**config.mk**
```make
export PLATFORM = sky130hd
export DESIGN_NAME = mult_control
export DESIGN_NICKNAME = d
export VERILOG_FILES = /design/src/rtl/mult_control_pkg.sv /design/src/rtl/mult_iter_counter.sv /design/src/rtl/mult_control.sv
export SDC_FILE = /design/constraint.sdc
export NUM_CORES = 1
export LEC_CHECK = 0
export ABC_CLOCK_PERIOD_IN_PS = 2900
export CAP_MARGIN = 15
export CORE_AREA = 4 4 41 43
export CTS_CLUSTER_DIAMETER = 30
export DETAILED_ROUTE_END_ITERATION = 12
export DIE_AREA = 0 0 45 47
export GPL_TIMING_DRIVEN = 0
export PLACE_DENSITY = 0.7
export SLEW_MARGIN = 20
export SYNTH_ARGS = -nofsm -noshare
export SYNTH_HDL_FRONTEND = slang
export SYNTH_SLANG_ARGS = --single-unit
```
**constraint.sdc**
```tcl
create_clock -name Clock -period 2.9 [get_ports Clock]
set_input_delay 0.435 -clock Clock [delete_from_list [all_inputs] [get_ports Clock]]
set_output_delay 0.435 -clock Clock [all_outputs]
set_load 0.01 [all_outputs]
```
**src/rtl/mult_control_pkg.sv**
```systemverilog
// Shared definitions for the shift-add multiplier controller: state encoding,
// datapath mux select levels and default sizing.
package mult_control_pkg;

    typedef enum logic [1:0] {
        ST_IDLE = 2'd0,
        ST_CALC = 2'd1,
        ST_DONE = 2'd2
    } state_t;

    localparam logic SEL_LOAD     = 1'b1;
    localparam logic SEL_FEEDBACK = 1'b0;

    localparam int ITERATIONS_DEF = 32;
    localparam int CNT_W_DEF      = 6;

endpackage

```
**src/rtl/mult_iter_counter.sv**
```systemverilog
// Iteration counter for the multiplier controller: clear, increment, and a
// terminal flag on the last iteration, where it wraps back to zero.
module mult_iter_counter
    import mult_control_pkg::*;
#(
    parameter int ITERATIONS = ITERATIONS_DEF,
    parameter int CNT_W      = CNT_W_DEF
) (
    input  logic             Clock,
    input  logic             Reset,
    input  logic             iClear,
    input  logic             iInc,
    output logic [CNT_W-1:0] oCount,
    output logic             oTerminal
);

    logic [CNT_W-1:0] count_q;
    logic [CNT_W-1:0] count_d;

    assign oTerminal = (count_q == CNT_W'(ITERATIONS - 1));
    assign oCount    = count_q;

    always_comb begin
        count_d = count_q;
        if (iClear) begin
            count_d = '0;
        end else if (iInc) begin
            count_d = oTerminal ? '0 : count_q + CNT_W'(1);
        end
    end

    always_ff @(posedge Clock) begin
        if (Reset) begin
            count_q <= '0;
        end else begin
            count_q <= count_d;
        end
    end

endmodule

```
**src/rtl/mult_control.sv**
```systemverilog
// Control FSM for the 32x32 shift-add multiplier datapath: request handshake,
// fixed-length add/shift sequence, then hold the product until it is taken.
//
// state   | meaning
// --------+-----------------------------------------------------------
// IDLE    | datapath tracks operand buses, product cleared, ready high
// CALC    | one add/shift per cycle, ITERATIONS cycles, no early exit
// DONE    | product held, result valid until the consumer accepts it
module mult_control
    import mult_control_pkg::*;
#(
    parameter int ITERATIONS = ITERATIONS_DEF,
    parameter int CNT_W      = CNT_W_DEF
) (
    input  logic             Clock,
    input  logic             Reset,
    input  logic             iReq_Valid,
    output logic             oReq_Ready,
    input  logic             iB_LSB,
    output logic             oB_Sel,
    output logic             oA_Sel,
    output logic             oProd_Sel,
    output logic             oShift_Enable,
    output logic             oAdd_Enable,
    output logic             oResult_Valid,
    input  logic             iResult_Ready,
    output logic             oBusy,
    output logic [CNT_W-1:0] oCycle_Count
);

    state_t           state_q;
    state_t           state_d;
    logic [CNT_W-1:0] cnt;
    logic             cnt_term;
    logic             in_calc;

    assign in_calc = (state_q == ST_CALC);

    mult_iter_counter #(
        .ITERATIONS (ITERATIONS),
        .CNT_W      (CNT_W)
    ) u_iter_counter (
        .Clock     (Clock),
        .Reset     (Reset),
        .iClear    (!in_calc),
        .iInc      (in_calc),
        .oCount    (cnt),
        .oTerminal (cnt_term)
    );

    always_comb begin
        state_d = state_q;
        case (state_q)
            ST_IDLE: if (iReq_Valid)    state_d = ST_CALC;
            ST_CALC: if (cnt_term)      state_d = ST_DONE;
            ST_DONE: if (iResult_Ready) state_d = ST_IDLE;
            default:                    state_d = ST_IDLE;
        endcase
    end

    always_ff @(posedge Clock) begin
        if (Reset) begin
            state_q <= ST_IDLE;
        end else begin
            state_q <= state_d;
        end
    end

    // Decode from registered state; only the add enable follows iB_LSB live.
    always_comb begin
        oReq_Ready    = 1'b0;
        oB_Sel        = SEL_FEEDBACK;
        oA_Sel        = SEL_FEEDBACK;
        oProd_Sel     = SEL_FEEDBACK;
        oShift_Enable = 1'b0;
        oAdd_Enable   = 1'b0;
        oResult_Valid = 1'b0;
        oBusy         = 1'b1;
        case (state_q)
            ST_IDLE: begin
                oReq_Ready = 1'b1;
                oB_Sel     = SEL_LOAD;
                oA_Sel     = SEL_LOAD;
                oProd_Sel  = SEL_LOAD;
                oBusy      = 1'b0;
            end
            ST_CALC: begin
                oShift_Enable = 1'b1;
                oAdd_Enable   = iB_LSB;
            end
            ST_DONE: begin
                oResult_Valid = 1'b1;
            end
            default: ;
        endcase
    end

    assign oCycle_Count = in_calc ? cnt : '0;

endmodule

```
**After elaboration in Yosys (flattened, before gate mapping)**

Cells that the tools add are included.

- Bits in read-only memories: 0
- Output and inout bits: 14
- Input bits: 5
- Bits in latches: 0
- Register bits: 8
- Bits in writable memories: 0
- Memories kept: 0

- Add/subtract/negate cells: 1
- $mul: 0
- Eq/ne operators: 6
- Bitwise logic cells: 1
- Order comparisons: 0
- Reductions and logical operators: 3
- Divide/modulo/power cells: 0
- Shift-type cells: 0
- Muxes and demuxes: 10

Operators by type and width:

| kind | count |
|---|---|
| $add A6 B1 Y6 const B | 1 |
| $eq A6 B5 Y1 const B | 1 |
| $mux W2 | 3 |
| $mux W6 | 1 |
| $pmux W2 S3 | 1 |
| $mux W1 | 5 |
| $ne A2 B2 Y1 const B | 2 |
| $reduce_and A3 Y1 | 1 |
| $reduce_or A3 Y1 | 1 |
| $eq A2 B1 Y1 const B | 1 |
| $eq A2 B2 Y1 const B | 1 |
| $logic_not A2 Y1 | 1 |
| $ne A2 B1 Y1 const B | 1 |
| $not A1 Y1 | 1 |

**Longest topological paths before layout**

Gate-level depths: netlist of run 1.

- Word-level depth: 3
- Depth in mapped cells: 4

**By module**

From an unflattened synthesis of run 1, not the netlist that was laid out.

- Cell total of the unflattened synthesis: 54
- Area total of the unflattened synthesis: 480.5 µm²

Modules (own cells, without submodules):

| module | area an instance (µm²) | cells each | instances |
|---|---|---|---|
| mult_iter_counter | 291.5 | 30 | 1 |
| mult_control | 188.9 | 24 | 1 |

**Least setup slack after synthesis of run 1**

No wires, ideal clock.

- Path type: register to output
- Start: register state_q[1]
- End: output oAdd_Enable
- Stages on the path, launching flop included: 4
- Path slack: 1638 ps
- Arrival time: 827 ps
- Path buffers: 0
- Required time: 2465 ps
- Path through: dfxtp_1 nand2b_1 inv_1 and2_1

- Cells in the longest elaborated chain, start to end: 2

RTL lines:

| element | line | source |
|---|---|---|
| from (decl) | mult_control.sv:31 | `state_t state_q;` |
| from (signal assigned) | mult_control.sv:65 | `state_q <= state_d;` |
| $eq A2 B1 Y1 | mult_control.sv:79 | `case (state_q)` |
| $mux W1 | mult_control.sv:79 |  |
| to (decl) | mult_control.sv:24 | `output logic oAdd_Enable,` |

No other way between the ends.

**Final worst setup path of run 1**

- Start: register state_q[1]
- End: output oCycle_Count[2]

- Cells in the longest elaborated chain, start to end: 2

RTL lines:

| element | line | source |
|---|---|---|
| $eq A2 B1 Y1 | mult_control.sv:37 | `assign in_calc = (state_q == ST_CALC);` |
| $mux W6 | mult_control.sv:98 | `assign oCycle_Count = in_calc ? cnt : '0;` |
| to (decl) | mult_control.sv:28 | `output logic [CNT_W-1:0] oCycle_Count` |

No other way between the ends.

==> summary.txt, run 1 <==
Place
  • Setup WS pre-CTS: 0.951 ns
  • GP Congestion: 0.696
  • Port bufs: 18
  • Hpwl dp: 686 um

GRT
  • Vias in the first global route: 320
  • First-pass GRT wire length: 1390 um
  • Global route overflow: 0
  • Total GRT Usage: 0.0951
  • Initial antenna violation count: 0
  • Largest net degree at the start of global routing: 10

Cells and area
  • Fill count: 140
  • Diode count: 0
  • Nets: 79
  • Final Util: 0.488
  • Most frequent cells in the layout: 18 x clkdlybuf4s50_1, 9 x nor2_1, 8 x dfxtp_1
  • Commonest non-fill, non-tap cell in the layout: clkdlybuf4s50_1
  • Share of layout cells above drive strength 1: 0.127
  • Area delta synth->final: 53.5%

STA
  • Final worst setup slack: 0.846 ns
  • Fin crit share: 0.708
  • Max-slew violation total from the final report: 0
  • Post-route clock skew: 0.00232 ns
  • Final hold violation count: 0
  • Tmin final: 2.05 ns
  • Max Freq: 487 MHz
  • RSZ-0062 raised after global routing: no
  • Worst-margin pin slew: 0.355 ns
  • Slew HR: 0.761
  • # setup viols final: 0
  • Fin Setup TNS: 0 ns

Synthesis
  • Sequential area share after synthesis: 0.387
  • Share of synthesized flip-flops with an asynchronous set or reset: 0
  • Syn nets: 56
  • Yosys top cell by area: dfxtp_1
  • Post-synthesis register bit count: 8
  • Post-Syn Area: 414 um^2
  • Library cells used by synthesis: 19
  • Mean post-synth cell area: 8.28 um^2
  • Synth top area cells: dfxtp_1 39%, and2_1 9.1%, nor2_1 8.2%
  • Yosys top cell area share: 0.387
  • Ys flop type: dfxtp_1
  • Warnings from Yosys: 0
  • Post-Syn Instances: 50
  • EDFF count, synth: 0

Detailed routing
  • DR WL/cell: 9.56 um
  • Via count: 390
  • DR pass1 iterations: 4
  • Residual DRC: 0
  • Vias per std cell: 4.53
  • Post-route ant nets: 0
  • WL final: 822 um
  • Initial DRC count: 3

CTS
  • Root buffer cell: clkbuf_4
  • Clk sinks: 8
  • Post-CTS Setup Bufs: 0
  • H-tree depth: 1
  • Num CTS Buffers: 3
  • CTS tree: built
  • Cts repair resizes: 0
  • CTS max path bufs: 2
  • Clock-pin slew on the worst setup and hold paths: 0.05 ns
  • Clock latency on the worst-skew pair: 0.25 ns
  • Post-CTS Hold Buffers: 0

Power and ir drop
  • Internal: 0.183 mW
  • Switching power: 0.0526 mW
  • Lkg Pwr: 0.250 nW
  • Max VDD drop: 0.307 mV
  • Sw Share: 0.224
  • Part of the power in registers: 0.487
  • Logic pwr share: 0.158
  • Share of total power in the clock network: 0.355
  • Pwr dens: 370 nW/um^2

Setup path
  • Crit Path Class: flip-flop to output port
  • Critical path startpoint: state_q[1]
  • Crit path DAT: 1.62 ns
  • Critical path launch point type: flip-flop
  • CP endpoint kind: output port
  • Biggest fanout along the worst timing path: 9
  • CP required: 2.47 ns
  • Worst Reg-to-Reg Cells: 3
  • Crit Reg-Reg Startpoint: u_iter_counter.oCount[0]

Die
  • FP Rows: 13
  • Die area: 2120 um^2
  • Core area: 1300 um^2
  • Die height: 47 um
  • Starting Density: 0.318
  • Die span in x: 45 um
  • Ports: 19

Flow run
  • Max-cap violations: 0

Worst hold path
  • Hold depth: 1
  • Hold crit path type: flip-flop to flip-flop
  • HP Start: u_iter_counter.oCount[0]

Status
  • Run status: complete, no violations
-- flip-flops by register name (all words and copies together) (netlist names) --
| name | cells |
|---|---|
| u_iter_counter.oCount | 6 |
| state_q | 2 |
-- area by class of cell --
class	instances	area, um^2	area share
multi-input cells	35	216	0.341
repair buffers	18	180	0.283
flip-flops and latches	8	160	0.252
clock buffers	3	22.5	0.0354
plain buffers	3	22.5	0.0354
well taps	15	18.8	0.0295
inverters	4	15.0	0.0236
-- power by group through the flow --
stage               clock network [mW]  logic, mW  registers [mW]
global route                    0.0935     0.0411           0.115
finish                          0.0835     0.0372           0.114
detailed placement                   0     0.0380           0.117
global placement                     0     0.0375           0.117
floorplan                            0     0.0166           0.116
CTS                             0.0871     0.0381           0.115
-- worst paths after layout --
check,endpoint,slack (ns)
hold reg to reg,u_iter_counter.oCount[0],0.46
setup / recovery,oCycle_Count[2],0.85
hold / removal,u_iter_counter.oCount[0],0.46
setup reg to reg,u_iter_counter.oCount[5],1.60
-- critical path: stages, from the launching register on --
cell,delay [ns]
dfxtp_1,0.33
nand2b_1,0.16
inv_1,0.17
and2_2,0.17
clkdlybuf4s50_1,0.52
-- through the flow --
step                std cells  power [mW]  hold WS, ns  cell area (um^2)
floorplan                  50       0.133        0.437               414
global placement           83       0.154        0.460               613
detailed placement         83       0.155        0.462               613
CTS                        86       0.240        0.473               636
global route               86       0.249        0.510               636
finish                     86       0.235        0.465               636
-- per-layer routing --
layer | global-route usage | share of wire | vias to the layer above | wire (um)
met1 | 0.110 | 0.41 | 176 | 335
met3 | 0.0575 | 0.073 | 4 | 60
li1 | - | - | 201 | -
met5 | 0 | 0 | - | 0
met2 | 0.136 | 0.49 | 9 | 402
met4 | 0.0526 | 0.029 | 0 | 24
-- cell families after synthesis --
logic type / after synthesis / synth area share
AO/OA/AOI/OAI: 5 / 0.0846
AND/OR/NAND/NOR: 26 / 0.344
flip-flops: 8 / 0.387
XOR/XNOR: 3 / 0.0635
buffers and inverters: 7 / 0.0906
adder cells (fa/ha/maj): 1 / 0.0302
-- synthesized netlist by cell type (2+ instances only) --
| cell type | n |
|---|---|
| and2_1 | 6 |
| buf_4 | 3 |
| dfxtp_1 | 8 |
| inv_1 | 4 |
| nand2b_1 | 4 |
| nand3_1 | 2 |
| nor2_1 | 9 |
| o21ai_0 | 2 |
| xor2_1 | 2 |
(Power assumes the default switching activity.)
==> run 2, diff against run 1 <==
ABC_CLOCK_PERIOD_IN_PS = 1700   (was 2900)
PLACE_DENSITY = 0.72   (was 0.7)
clock period = 1.7 ns   (was 2.9 ns; I/O delays follow)
==> summary.txt, run 2 (synthesis results as in run 1) <==
Status
  • Run status: complete, no violations

Setup path
  • Crit Reg-Reg Startpoint: u_iter_counter.oCount[0]
  • Worst setup endpoint: oProd_Sel
  • Critical path startpoint: state_q[1]
  • Biggest fanout along the worst timing path: 5 (-4)
  • Crit Path Class: flip-flop to output port
  • Critical path launch point type: flip-flop
  • CP required: 1.44 ns (-1.03 ns)
  • Worst Reg-to-Reg Cells: 3 (unchanged)
  • Reg-to-reg slack, setup: 0.39 ns (-1.21 ns)
  • Cell Chain, Critical Path: nor2_4, buf_4, clkdlybuf4s50_1
  • Crit path DAT: 1.38 ns (-0.24 ns)
  • CP endpoint kind: output port
  • Slowest cell on the critical path: clkdlybuf4s50_1
  • RR Endpoint: u_iter_counter.oCount[5]
  • Peak per-stage delay on the critical path: 0.52 ns (about the same)

CTS
  • CTS max path bufs: 2 (unchanged)
  • CTS tree: built
  • Root buffer cell: clkbuf_4
  • Clk sinks: 8 (unchanged)
  • Post-CTS Hold Buffers: 0 (unchanged)
  • Num CTS Buffers: 3 (unchanged)
  • Clock latency on the worst-skew pair: 0.26 ns (about the same)
  • Clock-pin slew on the worst setup and hold paths: 0.05 ns (about the same)
  • H-tree depth: 1 (unchanged)

STA
  • Tmin final: 1.64 ns
  • RSZ-0062 raised after global routing: no
  • Fin crit share: 0.964
  • Max-slew violation total from the final report: 0 (unchanged)
  • Max Freq: 610 MHz
  • Final hold violation count: 0 (unchanged)
  • # setup viols final: 0 (unchanged)
  • Worst-margin pin slew: 0.357 ns (+0.00160 ns)
  • Fin Setup TNS: 0 ns (unchanged)
  • Post-route clock skew: 0.00787 ns (+0.00554 ns)
  • Final worst setup slack: 0.0608 ns (-0.785 ns)
  • Slew HR: 0.760 (-0.00108)

Die
  • Die span in x: 45 um (unchanged)
  • Core area: 1300 um^2 (unchanged)
  • Ports: 19 (unchanged)
  • Starting Density: 0.318 (unchanged)
  • FP Rows: 13 (unchanged)
  • Die height: 47 um (unchanged)
  • Die area: 2120 um^2 (unchanged)

Detailed routing
  • Initial DRC count: 5 (+2)
  • WL final: 911 um (+11%)
  • DR WL/cell: 10.4 um (+8.3%)
  • Vias per std cell: 4.50 (-0.77%)
  • Post-route ant nets: 0 (unchanged)
  • DR pass1 iterations: 3 (-1)
  • Residual DRC: 0 (unchanged)
  • Via count: 396 (+1.5%)

GRT
  • First-pass GRT wire length: 1400 um (+1.0%)
  • Initial antenna violation count: 0 (unchanged)
  • Global route overflow: 0 (unchanged)
  • Largest net degree at the start of global routing: 7 (-3)
  • Vias in the first global route: 333 (+4.1%)
  • Total GRT Usage: 0.0960 (+0.000945)

Cells and area
  • Area delta synth->final: 60.4%
  • Nets: 81 (+2.5%)
  • Storage element area: 163 um^2 (+1.6%)
  • Max reg flops: 6 (unchanged)
  • Most frequent cells in the layout: 9 x clkdlybuf4s50_1, 8 x nor2_1, 7 x dlygate4sd2_1
  • Share of layout cells above drive strength 1: 0.219 (+0.0924)
  • Multi-input logic area: 231 um^2 (+6.9%)
  • Diode count: 0 (unchanged)
  • Commonest non-fill, non-tap cell in the layout: clkdlybuf4s50_1
  • Fill count: 140 (unchanged)

Flow run
  • Max-cap violations: 0 (unchanged)

Power and ir drop
  • Max VDD drop: 0.473 mV (+54%)
  • Lkg Pwr: 0.308 nW (+23%)
  • Pwr dens: 618 nW/um^2 (+67%)

Place
  • Hpwl dp: 670 um (-2.3%)
  • Port bufs: 18 (unchanged)
  • GP Congestion: 0.736 (+5.7%)
  • Setup WS pre-CTS: 0.0749 ns (-0.876 ns)

Worst hold path
  • Hold crit path type: flip-flop to flip-flop
==> run 2: cell count changes in the layout (fill, tap and decap cells not counted), moves of 2 or more <==
| cell | previous run | this run |
|---|---|---|
| clkdlybuf4s50_1 | 18 | 9 |
| dfxtp_1 | 8 | 6 |
| dlygate4sd2_1 | 0 | 7 |
| dlymetal6s2s_1 | 0 | 2 |
| dfxtp_2 | 0 | 2 |
==> run 2: power breakdown <==
part / internal, mW / total [mW] / switching, mW
clock network: 0.0807 / 0.145 / 0.0638
logic: 0.0415 / 0.0685 / 0.0270
registers: 0.192 / 0.198 / 0.00595
==> run 2: worst max-delay path, delay by kind of cell (launching register included) <==
| kind | cells | cell delay, ns |
|---|---|---|
| buffers and inverters | 2 | 0.64 |
| flip-flops | 1 | 0.35 |
| AND/OR/NAND/NOR | 1 | 0.15 |
==> run 2: what timing repair did <==
item,in CTS,in global routing
pin swaps,0,1
hold endpoints to repair,0,0
setup endpoints to repair,12,4
cloned,1,0
gates resized for setup,15,2
buffers inserted,0,1
==> run 2: worst min path at each step <==
stage               depth (start not counted)                     start  slack, ns                       end
floorplan                                   1                     Reset       0.33                state_q[1]
global placement                            1  u_iter_counter.oCount[0]       0.46  u_iter_counter.oCount[0]
detailed placement                          1  u_iter_counter.oCount[0]       0.47  u_iter_counter.oCount[0]
CTS                                         1  u_iter_counter.oCount[0]       0.48  u_iter_counter.oCount[0]
global route                                1  u_iter_counter.oCount[0]       0.52  u_iter_counter.oCount[0]
finish                                      1  u_iter_counter.oCount[0]       0.47  u_iter_counter.oCount[0]
==> run 2: final cells by class <==
type | count | area share
Clock buffer | 3 | 0.0339
Multi-Input combinational cell | 35 | 0.348
Inverter | 4 | 0.0226
Tap cell | 15 | 0.0282
Sequential cell | 8 | 0.245
Buffer | 3 | 0.0339
Timing Repair Buffer | 19 | 0.277
Timing Repair inverter | 1 | 0.0113
==> run 2: per-layer routing <==
metal  routed length (um)  global-route usage  vias to the layer above
met5                    0                   0                        -
li1                     -                   -                      209
met1                  384               0.113                      176
met3                   76              0.0728                        0
met4                    0              0.0175                        0
met2                  450               0.141                       11
==> run 2: through the flow <==
stage          instance area, um^2  power (mW)  utilization  std cells  hold slack (ns)
2_1_floorplan                  414       0.227            -         50            0.326
3_3_place_gp                   613       0.263        0.471         83            0.463
3_5_place_dp                   613       0.264        0.471         83            0.470
4_1_cts                        652       0.415        0.501         87            0.481
5_1_grt                        664       0.433        0.511         88            0.523
6_report                       664       0.411        0.511         88            0.473
==> RTL edit (flow settings as in run 1) <==
The 3 states of `state_t` get a one-hot encoding in 3 bits.
--- a/src/rtl/mult_control_pkg.sv
+++ b/src/rtl/mult_control_pkg.sv
@@ -4,6 +4,6 @@
 
-    typedef enum logic [1:0] {
-        ST_IDLE = 2'd0,
-        ST_CALC = 2'd1,
-        ST_DONE = 2'd2
+    typedef enum logic [2:0] {
+        ST_IDLE = 3'b001,
+        ST_CALC = 3'b010,
+        ST_DONE = 3'b100
     } state_t;
Behaviour: no difference found for any inputs over 10 cycles, from zero or initial values and one cycle with Reset high; not proved beyond that.
==> RTL edit against run 1 <==
  * Global-route usage up 0.48 points
  * Largest cell class unchanged
  * Routed wire length up 12%
  * Via count up 6.2%
  * Synthesized area up 9.7%
  * Design area up 6.9%
  * Non-clock buffer count unchanged
  * Setup slack worse by 410 ps
  * Sequential cell count up 1
  * Clock power up 14%
  * Power up 15%
  * Synthesized cell count unchanged
==> RTL edit: results <==
set metrics [dict create \
    outcome "completed" \
    cp_slowest_stage_delay_ps 600 \
    cp.arrival_ps 2030 \
    synthTopCellsByCount "9 x dfxtp_1, 8 x and2_1, 3 x buf_4, 3 x nor2_1, 3 x o21ai_0" \
    critPathLaunch "state_q[0]" \
    ir_drop_v 0.000204 \
    grt_pass1_vias 380 \
    dr_wl_met3_um 86 \
    wl_met2_um 367 \
    rrSetupSlack_ps 1400 \
    track_usage 0.0998 \
    nNonClkInverters 2 \
    multiInputGateArea_um2 244 \
    grt_use_met2 0.164 \
    grt_pass1_wl_um 1560 \
    leakage_nw 0.254 \
    slew_headroom 0.550 \
    regArea_um2 180 \
    crit_end "oReq_Ready" \
    comb.multi_input.count 36 \
    use_met3 0.0268 \
    power_switching_uw 61.7 \
    synth-compound-area-share 0.0992 \
    drive_above_1_share 0.125 \
    r2r_end "state_q[0]" \
    skew_ps 3.12 \
    synth_fa_ha_area_frac 0.0275 \
    clockNetworkAreaShare 0.0387 \
    hpwl_um 703 \
    synth_area_leaders "dfxtp_1 40%, and2_1 11%, buf_4 5.0%" \
    ys_seq_area_frac 0.397 \
    synth.distinct_cells 23 \
    swShare 0.228 \
    vias 414 \
    hold_slack_ps 468 \
    synth-xor-area-share 0.0579 \
    finalWirelength_um 923 \
    clkSinkCount 9 \
    crit_slowest_cell "nor3b_1" \
    combPwrFrac 0.170 \
    globalplace.congestion 0.713 \
]
RTL edit: cell count changes in the layout (fill, tap and decap cells not counted), moves of 2 or more:
cell	before	now
and2_1	6	8
inv_1	4	2
nand2b_1	4	0
nor2_1	9	3
RTL edit: through the flow:
| stage | instance area [um^2] | utilization | std cells | setup WS (ps) |
|---|---|---|---|---|
| after CTS | 679 | 0.522 | 87 | 405 |
| final | 679 | 0.522 | 87 | 438 |
| after detailed placement | 653 | 0.502 | 83 | 695 |
| after floorplan | 454 | - | 50 | 1180 |
| after global routing | 679 | 0.522 | 87 | 246 |
| after global placement | 653 | 0.502 | 83 | 731 |
RTL edit: kinds of logic after synthesis:
family / count (synthesis)
and+or+nand+nor: 25
DFF: 9
xor gates and xnor gates: 3
adders and majority gates: 1
AOI/OAI and AO/OA: 7
buffers and inverters: 5
